**src/rtl/mapped_combiner_fifo_pkg.sv**
```systemverilog
// rtl/mapped_combiner_fifo_pkg.sv - address map and combine-mode encoding for mapped_combiner_fifo
package mapped_combiner_pkg;

    localparam logic [2:0] WR_MODE = 3'd6;
    localparam logic [2:0] WR_CLR  = 3'd7;

    localparam logic [2:0] RD_STATUS = 3'd0;
    localparam logic [2:0] RD_Y      = 3'd1;
    localparam logic [2:0] RD_YCNT   = 3'd2;
    localparam logic [2:0] RD_MODE   = 3'd3;
    localparam logic [2:0] RD_CNT    = 3'd4;

    typedef enum logic [1:0] {
        OP_OR  = 2'd0,
        OP_AND = 2'd1,
        OP_XOR = 2'd2,
        OP_ADD = 2'd3
    } op_e;

endpackage

```
**src/rtl/mapped_combiner_fifo_sync_fifo.sv**
```systemverilog
// rtl/mapped_combiner_fifo_sync_fifo.sv - circular-buffer FIFO with occupancy count, no bypass
module sync_fifo #(
    parameter int WIDTH = 8,
    parameter int DEPTH = 4
) (
    input  logic                     clk,
    input  logic                     rst,
    input  logic                     push,
    input  logic [WIDTH-1:0]         push_data,
    input  logic                     pop,
    output logic [WIDTH-1:0]         pop_data,
    output logic [$clog2(DEPTH):0]   count
);

    localparam int AW = $clog2(DEPTH);

    logic [WIDTH-1:0] mem [DEPTH];
    logic [AW-1:0]    wr_ptr;
    logic [AW-1:0]    rd_ptr;
    logic             full;
    logic             empty;
    logic             do_push;
    logic             do_pop;

    assign full     = (count == (AW+1)'(DEPTH));
    assign empty    = (count == '0);
    assign do_push  = push && !full;
    assign do_pop   = pop && !empty;
    // Head is read straight from storage, so a fresh write only shows once count moves
    assign pop_data = mem[rd_ptr];

    always_ff @(posedge clk) begin
        if (do_push) begin
            mem[wr_ptr] <= push_data;
        end
    end

    always_ff @(posedge clk) begin
        if (rst) begin
            wr_ptr <= '0;
            rd_ptr <= '0;
            count  <= '0;
        end else begin
            if (do_push) begin
                wr_ptr <= wr_ptr + 1'b1;
            end
            if (do_pop) begin
                rd_ptr <= rd_ptr + 1'b1;
            end
            case ({do_push, do_pop})
                2'b10:   count <= count + 1'b1;
                2'b01:   count <= count - 1'b1;
                default: count <= count;
            endcase
        end
    end

endmodule

```
**src/rtl/mapped_combiner_fifo.sv**
```systemverilog
// rtl/mapped_combiner_fifo.sv - NUM_CH input FIFOs combined by a selectable op into output FIFO Y
module mapped_combiner_fifo
    import mapped_combiner_pkg::*;
#(
    parameter int DATA_W  = 8,
    parameter int NUM_CH  = 2,
    parameter int DEPTH   = 4,
    parameter int Y_DEPTH = 4
) (
    input  logic              CLK,
    input  logic              RST,
    input  logic [2:0]        write_address,
    input  logic [DATA_W-1:0] write_data,
    input  logic              write_en,
    output logic              write_rdy,
    input  logic [2:0]        read_address,
    input  logic              read_en,
    output logic [DATA_W-1:0] read_data,
    output logic              read_rdy,
    output logic [DATA_W-1:0] counter_out,
    output logic [NUM_CH-1:0] in_ff_empty_n,
    output logic              y_ff_empty_n
);

    localparam int ICW = $clog2(DEPTH) + 1;
    localparam int YCW = $clog2(Y_DEPTH) + 1;

    logic [NUM_CH-1:0]             in_push;
    logic [NUM_CH-1:0]             in_full;
    logic [NUM_CH-1:0]             in_empty;
    logic [NUM_CH-1:0][DATA_W-1:0] in_head;
    logic [ICW-1:0]                in_count [NUM_CH];

    logic [DATA_W-1:0] y_head;
    logic [YCW-1:0]    y_count;
    logic              y_full;
    logic              y_empty;
    logic              y_pop;

    op_e               mode;
    logic [DATA_W-1:0] counter;
    logic [DATA_W-1:0] comb_res;
    logic              fire;
    logic              wr_rdy_raw;
    logic              wr_ok;
    logic [DATA_W-1:0] rd_data;
    logic              rd_rdy;

    for (genvar c = 0; c < NUM_CH; c++) begin : g_in
        sync_fifo #(.WIDTH(DATA_W), .DEPTH(DEPTH)) u_in_fifo (
            .clk       (CLK),
            .rst       (RST),
            .push      (in_push[c]),
            .push_data (write_data),
            .pop       (fire),
            .pop_data  (in_head[c]),
            .count     (in_count[c])
        );
        assign in_full[c]  = (in_count[c] == ICW'(DEPTH));
        assign in_empty[c] = (in_count[c] == '0);
    end

    sync_fifo #(.WIDTH(DATA_W), .DEPTH(Y_DEPTH)) u_y_fifo (
        .clk       (CLK),
        .rst       (RST),
        .push      (fire),
        .push_data (comb_res),
        .pop       (y_pop),
        .pop_data  (y_head),
        .count     (y_count)
    );

    assign y_full  = (y_count == YCW'(Y_DEPTH));
    assign y_empty = (y_count == '0);
    // Both conditions come from registered counts, so a same-cycle pop of Y never unblocks
    assign fire    = (&(~in_empty)) && !y_full;

    always_comb begin
        wr_rdy_raw = 1'b1;
        for (int c = 0; c < NUM_CH; c++) begin
            if (write_address == 3'(c)) begin
                wr_rdy_raw = !in_full[c];
            end
        end
    end

    assign write_rdy = !RST && wr_rdy_raw;
    assign wr_ok     = write_en && write_rdy;

    always_comb begin
        in_push = '0;
        for (int c = 0; c < NUM_CH; c++) begin
            in_push[c] = wr_ok && (write_address == 3'(c));
        end
    end

    always_comb begin
        comb_res = in_head[0];
        for (int c = 1; c < NUM_CH; c++) begin
            case (mode)
                OP_OR:   comb_res = comb_res | in_head[c];
                OP_AND:  comb_res = comb_res & in_head[c];
                OP_XOR:  comb_res = comb_res ^ in_head[c];
                default: comb_res = comb_res + in_head[c];
            endcase
        end
    end

    always_ff @(posedge CLK) begin
        if (RST) begin
            mode    <= OP_OR;
            counter <= '0;
        end else begin
            if (wr_ok && write_address == WR_MODE) begin
                mode <= op_e'(write_data[1:0]);
            end
            if (wr_ok && write_address == WR_CLR) begin
                counter <= '0;
            end else if (fire) begin
                counter <= counter + 1'b1;
            end
        end
    end

    always_comb begin
        rd_data = '0;
        rd_rdy  = 1'b1;
        case (read_address)
            RD_STATUS: rd_data = DATA_W'({~in_full, ~y_empty});
            RD_Y: begin
                rd_data = y_head;
                rd_rdy  = !y_empty;
            end
            RD_YCNT:   rd_data = DATA_W'(y_count);
            RD_MODE:   rd_data = DATA_W'(mode);
            RD_CNT:    rd_data = counter;
            default:   rd_data = '0;
        endcase
    end

    assign read_rdy      = !RST && rd_rdy;
    assign read_data     = RST ? '0 : rd_data;
    assign y_pop         = read_en && read_rdy && (read_address == RD_Y);
    assign counter_out   = counter;
    assign in_ff_empty_n = RST ? '0 : ~in_empty;
    assign y_ff_empty_n  = !RST && !y_empty;

endmodule

```
**config.mk**
```make
export PLATFORM = sky130hd
export DESIGN_NAME = mapped_combiner_fifo
export DESIGN_NICKNAME = d
export VERILOG_FILES = /design/src/rtl/mapped_combiner_fifo_pkg.sv /design/src/rtl/mapped_combiner_fifo_sync_fifo.sv /design/src/rtl/mapped_combiner_fifo.sv
export SDC_FILE = /design/constraint.sdc
export NUM_CORES = 1
export LEC_CHECK = 0
export ABC_AREA = 1
export BUFFER_PORTS_ARGS = -buffer_cell sky130_fd_sc_hd__buf_2
export CAP_MARGIN = 20
export CORE_MARGIN = 1.5
export CORE_UTILIZATION = 43
export CTS_CLUSTER_SIZE = 40
export DETAILED_ROUTE_END_ITERATION = 16
export PLACE_DENSITY = 0.65
export SETUP_SLACK_MARGIN = 0.2
export SKIP_LAST_GASP = 1
export SYNTH_ARGS = -nofsm -noshare
export SYNTH_HDL_FRONTEND = slang
export SYNTH_SLANG_ARGS = --single-unit
export TNS_END_PERCENT = 1
```
**constraint.sdc**
```tcl
create_clock -name CLK -period 4.1 [get_ports CLK]
set_input_delay 0.41 -clock CLK [delete_from_list [all_inputs] [get_ports CLK]]
set_output_delay 0.41 -clock CLK [all_outputs]
set_load 0.01 [all_outputs]
```
==> metrics.txt <==
status finished clean; design area 0.007292 sq mm; DRT antenna net count 0; synthesized instance count 647; minimum clock period ~2.8 ns; routability congestion estimate 0.8924; clock latency on the worst-skew pair 0.42 ns; Worst setup SP type register; Die Wd 124.4 um; clk_skew 0.008612 ns; die area between 0.015 and 0.02 sq mm; Detailed Route WL 13.59 mm; placed cell count 853; root buf cell clkbuf_16; synthesized area 0.006341 sq mm; placed cell areas 0.006685 sq mm; #FFs+latches synth 133; commonest cells in the netlist nand2_1 (120), edfxtp_1 (96), inv_1 (85); largest net degree at the start of global routing 24; Peak VDD IR 0.3742 mV; Peak Freq 363.3 MHz; First-pass DRT Iterations 5; ys flop type edfxtp_1; TNS Setup 0 ns; Synth-to-Final Area Change 15.00%; Synth warnings 0; Final setup viols 0; MaxCap Viol Count 0; total number of vias ~4600; Synth area leaders edfxtp_1 (45%), dfxtp_1 (12%), nand2_1 (7.1%); CP max-delay cell dfxtp_1; sequential area share after synthesis 57.14%; num rows 44; initial antenna violation count 0; worst rel slew slack 39.24%; count of cell types in the netlist 37; hold_buf cts 0; clock slew at reported path FFs 0.06 ns; CP Class register to register; global-route wire length before repair 22.00 mm; share of the synthesized area in the top cell type 45.46%; sinks on the clock net 133; final max-slew violation count 0; syn_area_per_cell 9.801 sq um; nets@finish 742; final core utilization about half; vias in the first global route 4416; num ports 39; RSZ-0062 raised after global routing false; Antenna diodes 0; setup repair bufs after CTS 0; Min Hold Slack approximately 0.29 ns; post-DR vias/cell 5.165; clk buf depth 2; Slew @ Worst Pin 0.9080 ns; H-tree depth 4; number of enable flip-flop cells after synthesis 96; Die H 124.4 um; DR DRC count 0; async set-or-reset flop fraction in the synthesized netlist 0%; WP data arrival around 2.9 ns; count leader, synth nand2_1; syn nets 701; total CTS buffers 17; endpoints failing hold 0; CTS tree built; DR WL/cell 15.36 um; core area around 0.014 sq mm; crit path buf inv count 1; grt total ovfl 0; DP HPWL between 9 and 10 mm; layout cell share with drive strength beyond 1 12.41%; fin cells 885; cell taking the most area after synthesis edfxtp_1; Worst Setup End Kind register; PortBufs 38; delay-heaviest family, CP adder cells; pwr dens around 420 mW/mm^2; Tot GR Track Use ~18%; Hold Crit Class primary input to register; cells along the critical path inv_2 > nand2_1 > a32oi_1 > ha_1 > fa_1 > xnor2_1 > o21ai_0; Initial Util 43.80%; CP Data Required Time around 4.3 ns; Final period util 67.14%; Lkg Pwr 2.937 nW; 1st-iter DRT viols 344; post-cts resize count 0; biggest cell delay along the critical path roughly 0.67 ns; critical-path maximum fanout 17
-- power by group --
part	internal, mW	leakage [nW]	switching [mW]
Clock	0.961	0.284	0.574
Combinational	0.0318	1.50	0.0728
Sequential	1.45	1.16	0.00427
Total	2.44	2.94	0.651
-- stage by stage --
stage	worst slack [ns]	power [mW]
after floorplan	1.831	1.539
after CTS	1.372	3.119
final	1.347	3.089
after detailed placement	1.376	1.581
after global routing	1.130	3.183
after global placement	1.444	1.577
-- logic make-up (layout without fill, tap and decap cells) --
group	Yosys count	count (layout)	share of synthesized area, %
AOI/OAI and AO/OA	125	125	11.72
and+or+nand+nor	235	235	15.69
adders and majority gates	36	36	7.577
DFF	133	133	57.14
buffers and inverters	110	164	6.768
xor gates and xnor gates	8	8	1.105
-- per-layer routing --
metal / track usage (%) / vias up / wire, um
met5: 0 / - / 0
met4: 7.708 / 0 / 180
met3: 4.811 / 19 / 629
met2: 29.86 / 130 / 6642
met1: 22.86 / 2136 / 6142
li1: - / 2286 / -
-- worst paths after layout --
kind | startpoint | slack [ns] | cells after the start | endpoint
worst max register to register | register | 1.35 | 7 | u_y_fifo.mem[3][2]$_DFFE_PP_
worst min register to register | g_in[0].u_in_fifo.count[0]$_SDFFE_PP0P_ | 0.48 | 1 | g_in[0].u_in_fifo.count[0]$_SDFFE_PP0P_
worst min-delay path | write_data[6] | 0.29 | 1 | g_in[1].u_in_fifo.mem[2][6]$_DFFE_PP_
worst max-delay path | register | 1.35 | 7 | u_y_fifo.mem[3][2]$_DFFE_PP_
-- layout make-up --
type,count,area [sq um]
sequential,133,3623
inverter,94,352.8
multi-input combinational,404,2288
clock inverter,14,177.7
fill,1274,7187
tap,184,230.2
clock buffer,18,429.2
timing repair buffer,38,190.2
-- layout by cell type, fill, tap and decap left out, types with 3 or more instances in the layout --
cell        instances
a21oi_1            49
a221oi_1            4
a22oi_1             5
a32oi_1            16
buf_2              38
bufinv_16           3
clkbuf_16          17
clkinv_4            3
clkinvlp_4          4
dfxtp_1            37
edfxtp_1           96
fa_1                4
ha_1               32
inv_1              85
inv_2               9
inv_6               3
nand2_1           120
nand3_1            26
nand4_1             5
nor2_1             70
nor3_1              5
o21ai_0            32
o21ai_1             3
o22ai_1             8
xor2_1              6
-- sequential cells by signal, indices dropped and copies added, names as in the netlist, named ones only --
register / cells
u_y_fifo.rd_ptr: 2
u_y_fifo.count: 3
counter_out: 8
g_in.u_in_fifo.mem: 64
u_y_fifo.mem: 32
u_y_fifo.wr_ptr: 2
g_in.u_in_fifo.count: 6
g_in.u_in_fifo.rd_ptr: 4
mode: 2
g_in.u_in_fifo.wr_ptr: 4
Power figures use the tool's default switching activity.
